## config.mk

```make
export PLATFORM = sky130hd
export DESIGN_NAME = icache_refill_axi_flat
export DESIGN_NICKNAME = d
export VERILOG_FILES = /design/src/rtl/icache_refill_axi_if.sv /design/src/rtl/icache_refill_axi.sv /design/src/flat_wrapper.sv
export SDC_FILE = /design/constraint.sdc
export NUM_CORES = 1
export LEC_CHECK = 0
export ABC_AREA = 1
export BUFFER_PORTS_ARGS = -buffer_cell sky130_fd_sc_hd__buf_2
export CELL_PAD_IN_SITES_DETAIL_PLACEMENT = 2
export CELL_PAD_IN_SITES_GLOBAL_PLACEMENT = 2
export CORE_ASPECT_RATIO = 0.5
export CORE_UTILIZATION = 26
export CTS_CLUSTER_DIAMETER = 50
export DETAILED_ROUTE_END_ITERATION = 8
export GPL_TIMING_DRIVEN = 0
export PLACE_DENSITY = 0.86
export SLEW_MARGIN = 30
export SYNTH_ARGS = -nofsm -noshare
export SYNTH_HDL_FRONTEND = slang
export SYNTH_SLANG_ARGS = --single-unit
```

## constraint.sdc

```tcl
create_clock -name clk -period 2.25 [get_ports clk]
set_clock_uncertainty 0.1 [all_clocks]
set_input_delay 0.3375 -clock clk [delete_from_list [all_inputs] [get_ports clk]]
set_output_delay 0.3375 -clock clk [all_outputs]
set_load 0.005 [all_outputs]
```

## src/rtl/icache_refill_axi_if.sv

```systemverilog
// ---------------------------------------------------------------------------
// icache_refill_axi_if
//   AXI4 read-address and read-data channel bundle used between the icache
//   refill engine and the AXI crossbar.
//
//   Signals:
//     arid/araddr/arlen/arsize/arburst/arvalid  AR channel, master -> slave
//     arready                                   AR channel, slave -> master
//     rdata/rresp/rlast/rvalid                  R channel, slave -> master
//     rready                                    R channel, master -> slave
//
//   Modports:
//     master  the refill engine (issues the burst)
//     slave   the memory side (crossbar or test model)
// ---------------------------------------------------------------------------
interface icache_refill_axi_if #(
    parameter int ADDR_WIDTH = 32,
    parameter int DATA_WIDTH = 32,
    parameter int ID_WIDTH   = 4
);
    logic [ID_WIDTH-1:0]   arid;
    logic [ADDR_WIDTH-1:0] araddr;
    logic [7:0]            arlen;
    logic [2:0]            arsize;
    logic [1:0]            arburst;
    logic                  arvalid;
    logic                  arready;
    logic [DATA_WIDTH-1:0] rdata;
    logic [1:0]            rresp;
    logic                  rlast;
    logic                  rvalid;
    logic                  rready;

    modport master (
        output arid, araddr, arlen, arsize, arburst, arvalid,
        input  arready,
        input  rdata, rresp, rlast, rvalid,
        output rready
    );

    modport slave (
        input  arid, araddr, arlen, arsize, arburst, arvalid,
        output arready,
        output rdata, rresp, rlast, rvalid,
        input  rready
    );
endinterface

```

## src/rtl/icache_refill_axi.sv

```systemverilog
// ---------------------------------------------------------------------------
// icache_refill_axi
//   Memory-side responder for icache line refills. A one-cycle miss request
//   is turned into a single AXI4 INCR read burst of BANK_NUM beats; the beats
//   are packed into one line which is handed back with a one-cycle
//   return-enable pulse. Only one refill is in flight at a time.
//
//   Ports:
//     clk, rst_n               clock (posedge) and async active-low reset
//     cache_mem_read_en        miss request pulse from the icache
//     cache_mem_read_addr      miss physical address
//     mem_icache_return_en     one-cycle pulse, refilled line valid
//     mem_icache_return_data   refilled line, word i at [32i+31:32i]
//     refill_busy              high from acceptance through the return pulse
//     refill_err               error status, valid with mem_icache_return_en
//     req_drop                 pulses when a request arrives while busy
//     axi                      AXI4 AR/R channels (master side)
// ---------------------------------------------------------------------------
module icache_refill_axi #(
    parameter int                ADDR_WIDTH = 32,
    parameter int                BANK_NUM   = 8,
    parameter int                BANK_SIZE  = 32,
    parameter int                ID_WIDTH   = 4,
    parameter logic [ID_WIDTH-1:0] AXI_ID   = 4'd0
) (
    input  logic                          clk,
    input  logic                          rst_n,
    input  logic                          cache_mem_read_en,
    input  logic [ADDR_WIDTH-1:0]         cache_mem_read_addr,
    output logic                          mem_icache_return_en,
    output logic [BANK_SIZE*BANK_NUM-1:0] mem_icache_return_data,
    output logic                          refill_busy,
    output logic                          refill_err,
    output logic                          req_drop,
    icache_refill_axi_if.master           axi
);

    localparam int CNT_W      = $clog2(BANK_NUM);
    localparam int LINE_BYTES = BANK_NUM * BANK_SIZE / 8;

    localparam logic [CNT_W-1:0]      LAST_BEAT = CNT_W'(BANK_NUM - 1);
    localparam logic [ADDR_WIDTH-1:0] LINE_MASK = ~ADDR_WIDTH'(LINE_BYTES - 1);

    localparam logic [1:0] ST_IDLE = 2'd0;
    localparam logic [1:0] ST_AR   = 2'd1;
    localparam logic [1:0] ST_R    = 2'd2;
    localparam logic [1:0] ST_DONE = 2'd3;

    logic [1:0]                    state;
    logic [CNT_W-1:0]              cnt;
    logic                          err_flag;
    logic [ADDR_WIDTH-1:0]         addr_q;
    logic [BANK_SIZE*BANK_NUM-1:0] line;

    logic beat;
    logic beat_bad;
    logic burst_end;

    // A beat is consumed whenever the slave presents data while we are in R
    // (rready is simply "state is R").
    assign beat = (state == ST_R) && axi.rvalid;

    // Any of: bad response, rlast before the final beat, or no rlast on the
    // final beat marks the line as erroneous.
    assign beat_bad  = beat && ((axi.rresp != 2'b00) ||
                                (axi.rlast != (cnt == LAST_BEAT)));

    // The burst ends on rlast or on the final expected beat, whichever comes
    // first, so a slave that never raises rlast cannot stall the refill.
    assign burst_end = beat && (axi.rlast || (cnt == LAST_BEAT));

    always_ff @(posedge clk or negedge rst_n) begin
        if (!rst_n) begin
            state    <= ST_IDLE;
            cnt      <= '0;
            err_flag <= 1'b0;
            addr_q   <= '0;
            line     <= '0;
        end else begin
            case (state)
                ST_IDLE: begin
                    if (cache_mem_read_en) begin
                        addr_q   <= cache_mem_read_addr & LINE_MASK;
                        cnt      <= '0;
                        err_flag <= 1'b0;
                        state    <= ST_AR;
                    end
                end
                ST_AR: begin
                    if (axi.arready) begin
                        state <= ST_R;
                    end
                end
                ST_R: begin
                    // Words not reached by a short burst keep old contents.
                    if (beat) begin
                        line[32'(cnt)*BANK_SIZE +: BANK_SIZE] <= axi.rdata;
                        cnt <= cnt + 1'b1;
                        if (beat_bad) begin
                            err_flag <= 1'b1;
                        end
                        if (burst_end) begin
                            state <= ST_DONE;
                        end
                    end
                end
                ST_DONE: begin
                    state <= ST_IDLE;
                end
                default: begin
                    state <= ST_IDLE;
                end
            endcase
        end
    end

    // Handshake and status outputs decode straight from registered state, so
    // arvalid and the return pulse have no path from any input.
    assign axi.arvalid            = (state == ST_AR);
    assign axi.rready             = (state == ST_R);
    assign mem_icache_return_en   = (state == ST_DONE);
    assign refill_err             = (state == ST_DONE) && err_flag;
    assign refill_busy            = (state != ST_IDLE);
    assign req_drop               = cache_mem_read_en && (state != ST_IDLE);
    assign mem_icache_return_data = line;

    assign axi.arid    = AXI_ID;
    assign axi.araddr  = addr_q;
    assign axi.arlen   = 8'(BANK_NUM - 1);
    assign axi.arsize  = 3'($clog2(BANK_SIZE / 8));
    assign axi.arburst = 2'b01;

endmodule

```

## src/flat_wrapper.sv

```systemverilog
// flat-port wrapper written by rule: the top's interface ports become plain ports
module icache_refill_axi_flat 
#(
    parameter int                ADDR_WIDTH = 32,
    parameter int                BANK_NUM   = 8,
    parameter int                BANK_SIZE  = 32,
    parameter int                ID_WIDTH   = 4,
    parameter logic [ID_WIDTH-1:0] AXI_ID   = 4'd0
)
  (clk, rst_n, cache_mem_read_en, cache_mem_read_addr, mem_icache_return_en, mem_icache_return_data, refill_busy, refill_err, req_drop, axi_arid, axi_araddr, axi_arlen, axi_arsize, axi_arburst, axi_arvalid, axi_arready, axi_rdata, axi_rresp, axi_rlast, axi_rvalid, axi_rready);
  icache_refill_axi_if #(.ADDR_WIDTH(ADDR_WIDTH), .DATA_WIDTH(32), .ID_WIDTH(ID_WIDTH)) axi_i ();
  input  logic clk;
  input  logic rst_n;
  input  logic cache_mem_read_en;
  input  logic [ADDR_WIDTH-1:0] cache_mem_read_addr;
  output logic mem_icache_return_en;
  output logic [BANK_SIZE*BANK_NUM-1:0] mem_icache_return_data;
  output logic refill_busy;
  output logic refill_err;
  output logic req_drop;
  output wire logic [$bits(axi_i.arid)-1:0] axi_arid;
  output wire logic [$bits(axi_i.araddr)-1:0] axi_araddr;
  output wire logic [$bits(axi_i.arlen)-1:0] axi_arlen;
  output wire logic [$bits(axi_i.arsize)-1:0] axi_arsize;
  output wire logic [$bits(axi_i.arburst)-1:0] axi_arburst;
  output wire logic [$bits(axi_i.arvalid)-1:0] axi_arvalid;
  input wire logic [$bits(axi_i.arready)-1:0] axi_arready;
  input wire logic [$bits(axi_i.rdata)-1:0] axi_rdata;
  input wire logic [$bits(axi_i.rresp)-1:0] axi_rresp;
  input wire logic [$bits(axi_i.rlast)-1:0] axi_rlast;
  input wire logic [$bits(axi_i.rvalid)-1:0] axi_rvalid;
  output wire logic [$bits(axi_i.rready)-1:0] axi_rready;
  assign axi_arid = axi_i.arid;
  assign axi_araddr = axi_i.araddr;
  assign axi_arlen = axi_i.arlen;
  assign axi_arsize = axi_i.arsize;
  assign axi_arburst = axi_i.arburst;
  assign axi_arvalid = axi_i.arvalid;
  assign axi_i.arready = axi_arready;
  assign axi_i.rdata = axi_rdata;
  assign axi_i.rresp = axi_rresp;
  assign axi_i.rlast = axi_rlast;
  assign axi_i.rvalid = axi_rvalid;
  assign axi_rready = axi_i.rready;
  icache_refill_axi #(.ADDR_WIDTH(ADDR_WIDTH), .BANK_NUM(BANK_NUM), .BANK_SIZE(BANK_SIZE), .ID_WIDTH(ID_WIDTH), .AXI_ID(AXI_ID)) u_core (.clk(clk), .rst_n(rst_n), .cache_mem_read_en(cache_mem_read_en), .cache_mem_read_addr(cache_mem_read_addr), .mem_icache_return_en(mem_icache_return_en), .mem_icache_return_data(mem_icache_return_data), .refill_busy(refill_busy), .refill_err(refill_err), .req_drop(req_drop), .axi(axi_i));
endmodule
```

==> results.txt <==
RSZ-0062 raised after global routing: yes
WL final: 84300 um
post-synthesis compound-gate area fraction: 2.78%
Cells after Synth: 1649
Tmin final: 2.56 ns
sequential area share after synthesis: 55.6%
crit path max fanout: 10
share of cells above drive strength 1: 28.7%
clk_lat worst skew: 0.54 ns
CTS clk-pin slew, worst paths: 0.08 ns
Synth Area in XOR/XNOR: 0%
grt total ovfl: 0
Pwr Total: 21.2 mW
I/O Pins: 383
FILL cells: 5516
average wire per standard cell: 30.1 um
commonest cells in the netlist: nand2_1 (739), dfrtp_1 (289), nor2_1 (172)
fraction of registers with async set/reset: 100%
clock sink count: 289
status: finished with violations
row cnt: 57
setup tns final: -3.08 ns
data arrival time of the worst path: 2.84 ns
setup ws final: -0.305 ns
Relative slew margins: 55.2%
worst slew pin tran: 0.672 ns
Max Cap Viol: 0
core area: 48900 um^2
DRC errors left: 0
Power Dens Cells: 1190 nW/um^2
Final HPWL DP: 43400 um
Initial Utilization: 26.6%
via count: 15200
Synth top area share: 55.6%
Data required, critical path: 2.54 ns
initial antenna violation count: 10
first-pass GRT wire length: 113000 um
Area after DPL: 15800 um^2
Final period util: 114%
chip height: 160 um
post-DR vias/cell: 5.41
Final Util: 36.6%
worst hold path type: in -> reg
cell area after synthesis: 13000 um^2
Routability Congestion: 0.858
Syn Area/Cell: 7.89 um^2
Die ar.: 51000 um^2
Post-Place Worst Slack: -0.507 ns
Pre-antenna DRT Iters: 5
# port buffers: 355
Final Max Slew Viols: 0
Syn-to-layout area delta: 37.5%
H-tree Lvls: 2
Seq cells post-synth: 289
Root Buffer: clkbuf_16
vias in the first global route: 16500
Cell Count, Final, Fillers Out: 2800
failing checks: negative setup slack
Max Fclk: 391 MHz
post-route ant nets: 0
Adder-Cell Fraction of Synth Area: 1.06%
drt initial violations: 1239
mux contribution to synthesized area: 0%
final setup fails: 65
CTS tree: done
Max rail drop VDD: 463 uV
final hold viol count: 0
placed cells: 2677
Unique masters post-synth: 25
Leakage Power: 10.7 nW
total CTS buffers: 36
top cells by area, synth: dfrtp_1 (56%), nand2_1 (21%), nand3_1 (6.4%)
Final nets: 2201
synth warn: 0
Die Width: 318 um
number of synthesized flops with an enable pin: 0
most common flop cell mapped by yosys: dfrtp_1
clk buf depth: 3
most frequent cell after synthesis: nand2_1
gr usage total: 29.5%
largest family of logic cells by synthesized area: simple AND/OR/NAND/NOR gates
Hold WS: 0.0389 ns
CP Capture Type: flip-flop
Simple-Gate Fraction of Synth Area: 33.8%
Setup crit start kind: flip-flop
largest net degree at the start of global routing: 80
critical path class: reg -> reg
Synth area leader: dfrtp_1
design area: 17900 um^2
-- metal layers --
| metal | GRT usage [%] | vias up | wire length (um) |
|---|---|---|---|
| li1 | - | 6017 | - |
| met1 | 32.8 | 7770 | 30100 |
| met2 | 51.6 | 913 | 40500 |
| met3 | 4.95 | 449 | 5890 |
| met4 | 21.2 | 2 | 7790 |
| met5 | 0 | - | 13 |
-- cells by family (layout without fill, tap and decap cells) --
logic type | after synthesis | in the layout
buf+inv | 181 | 655
compound gates | 72 | 72
flops | 289 | 289
simple gates | 1094 | 1094
other cells | 2 | 30
fa+ha+maj | 11 | 11
-- report_power, final --
group	switching, mW	leakage, nW	internal [mW]
logic	6.10	6.12	2.13
registers	0.600	3.96	5.87
clock network	2.83	0.595	3.67
-- sequential cells by signal (all words and copies together), names as in the netlist --
signal	flops
u_core.err_flag	1
u_core.axi.araddr	27
u_core.cnt	3
u_core.mem_icache_return_data	256
u_core.state	2
-- worst max-delay path, stage by stage (launching register included) --
cell     delay [ns]
dfrtp_1        0.43
inv_2          0.09
ha_4           0.18
ha_4           0.17
inv_4          0.12
nand2_1        0.10
nor2_2         0.16
nand2_2        0.16
buf_2          0.24
o21ai_1        0.46
nand2_1        0.19
-- cell usage in the layout (no fill, tap or decap), types with 22 or more instances in the layout --
cell type      Yosys  final
clkbuf_16          0     39
nand2_1          739    723
clkbuf_2           0     23
dlygate4sd3_1      0     28
nor2_1           172    170
dfrtp_1          289    287
inv_1             45     42
o21ai_0           68     46
buf_2             44    392
nand3_1          167    162
conb_1             2     22
buf_4             36     54
-- final cells by class --
| type | count | area [um^2] | share of cell area (%) |
|---|---|---|---|
| Antenna cell | 8 | 20.0 | 0.112 |
| Multi-Input combinational cell | 1199 | 5140 | 28.7 |
| Sequential cell | 289 | 7230 | 40.4 |
| Tap cell | 649 | 812 | 4.54 |
| Clock inverter | 11 | 139 | 0.776 |
| Buffer | 125 | 793 | 4.43 |
| Timing Repair Buffer | 413 | 2460 | 13.7 |
| Clock buffer | 52 | 1070 | 5.99 |
| Inverter | 54 | 221 | 1.24 |
-- path summary, 6_finish.rpt --
path | startpoint | to | slack (ns) | depth (start not counted)
min in group asynchronous | rst_n | u_core.mem_icache_return_data[122] | 0.17 | 2
max | u_core.cnt[1] | u_core.mem_icache_return_data[40] | -0.31 | 10
max in group asynchronous | rst_n | u_core.mem_icache_return_data[76] | 0.79 | 4
min reg2reg | u_core.mem_icache_return_data[75] | u_core.mem_icache_return_data[75] | 0.37 | 2
min | axi_rdata[1] | u_core.mem_icache_return_data[1] | 0.04 | 3
max reg2reg | u_core.cnt[1] | u_core.mem_icache_return_data[40] | -0.31 | 10
-- what timing repair did --
| item | CTS | global route |
|---|---|---|
| pin swaps | 4 | 10 |
| cloned | 1 | 2 |
| hold endpoints to repair | 207 | 0 |
| hold buffers | 28 | 0 |
| buffers inserted | 14 | 9 |
| setup endpoints to repair | 263 | 264 |
| gates resized for setup | 83 | 76 |
Note: power is estimated with default switching activity, not from simulation.
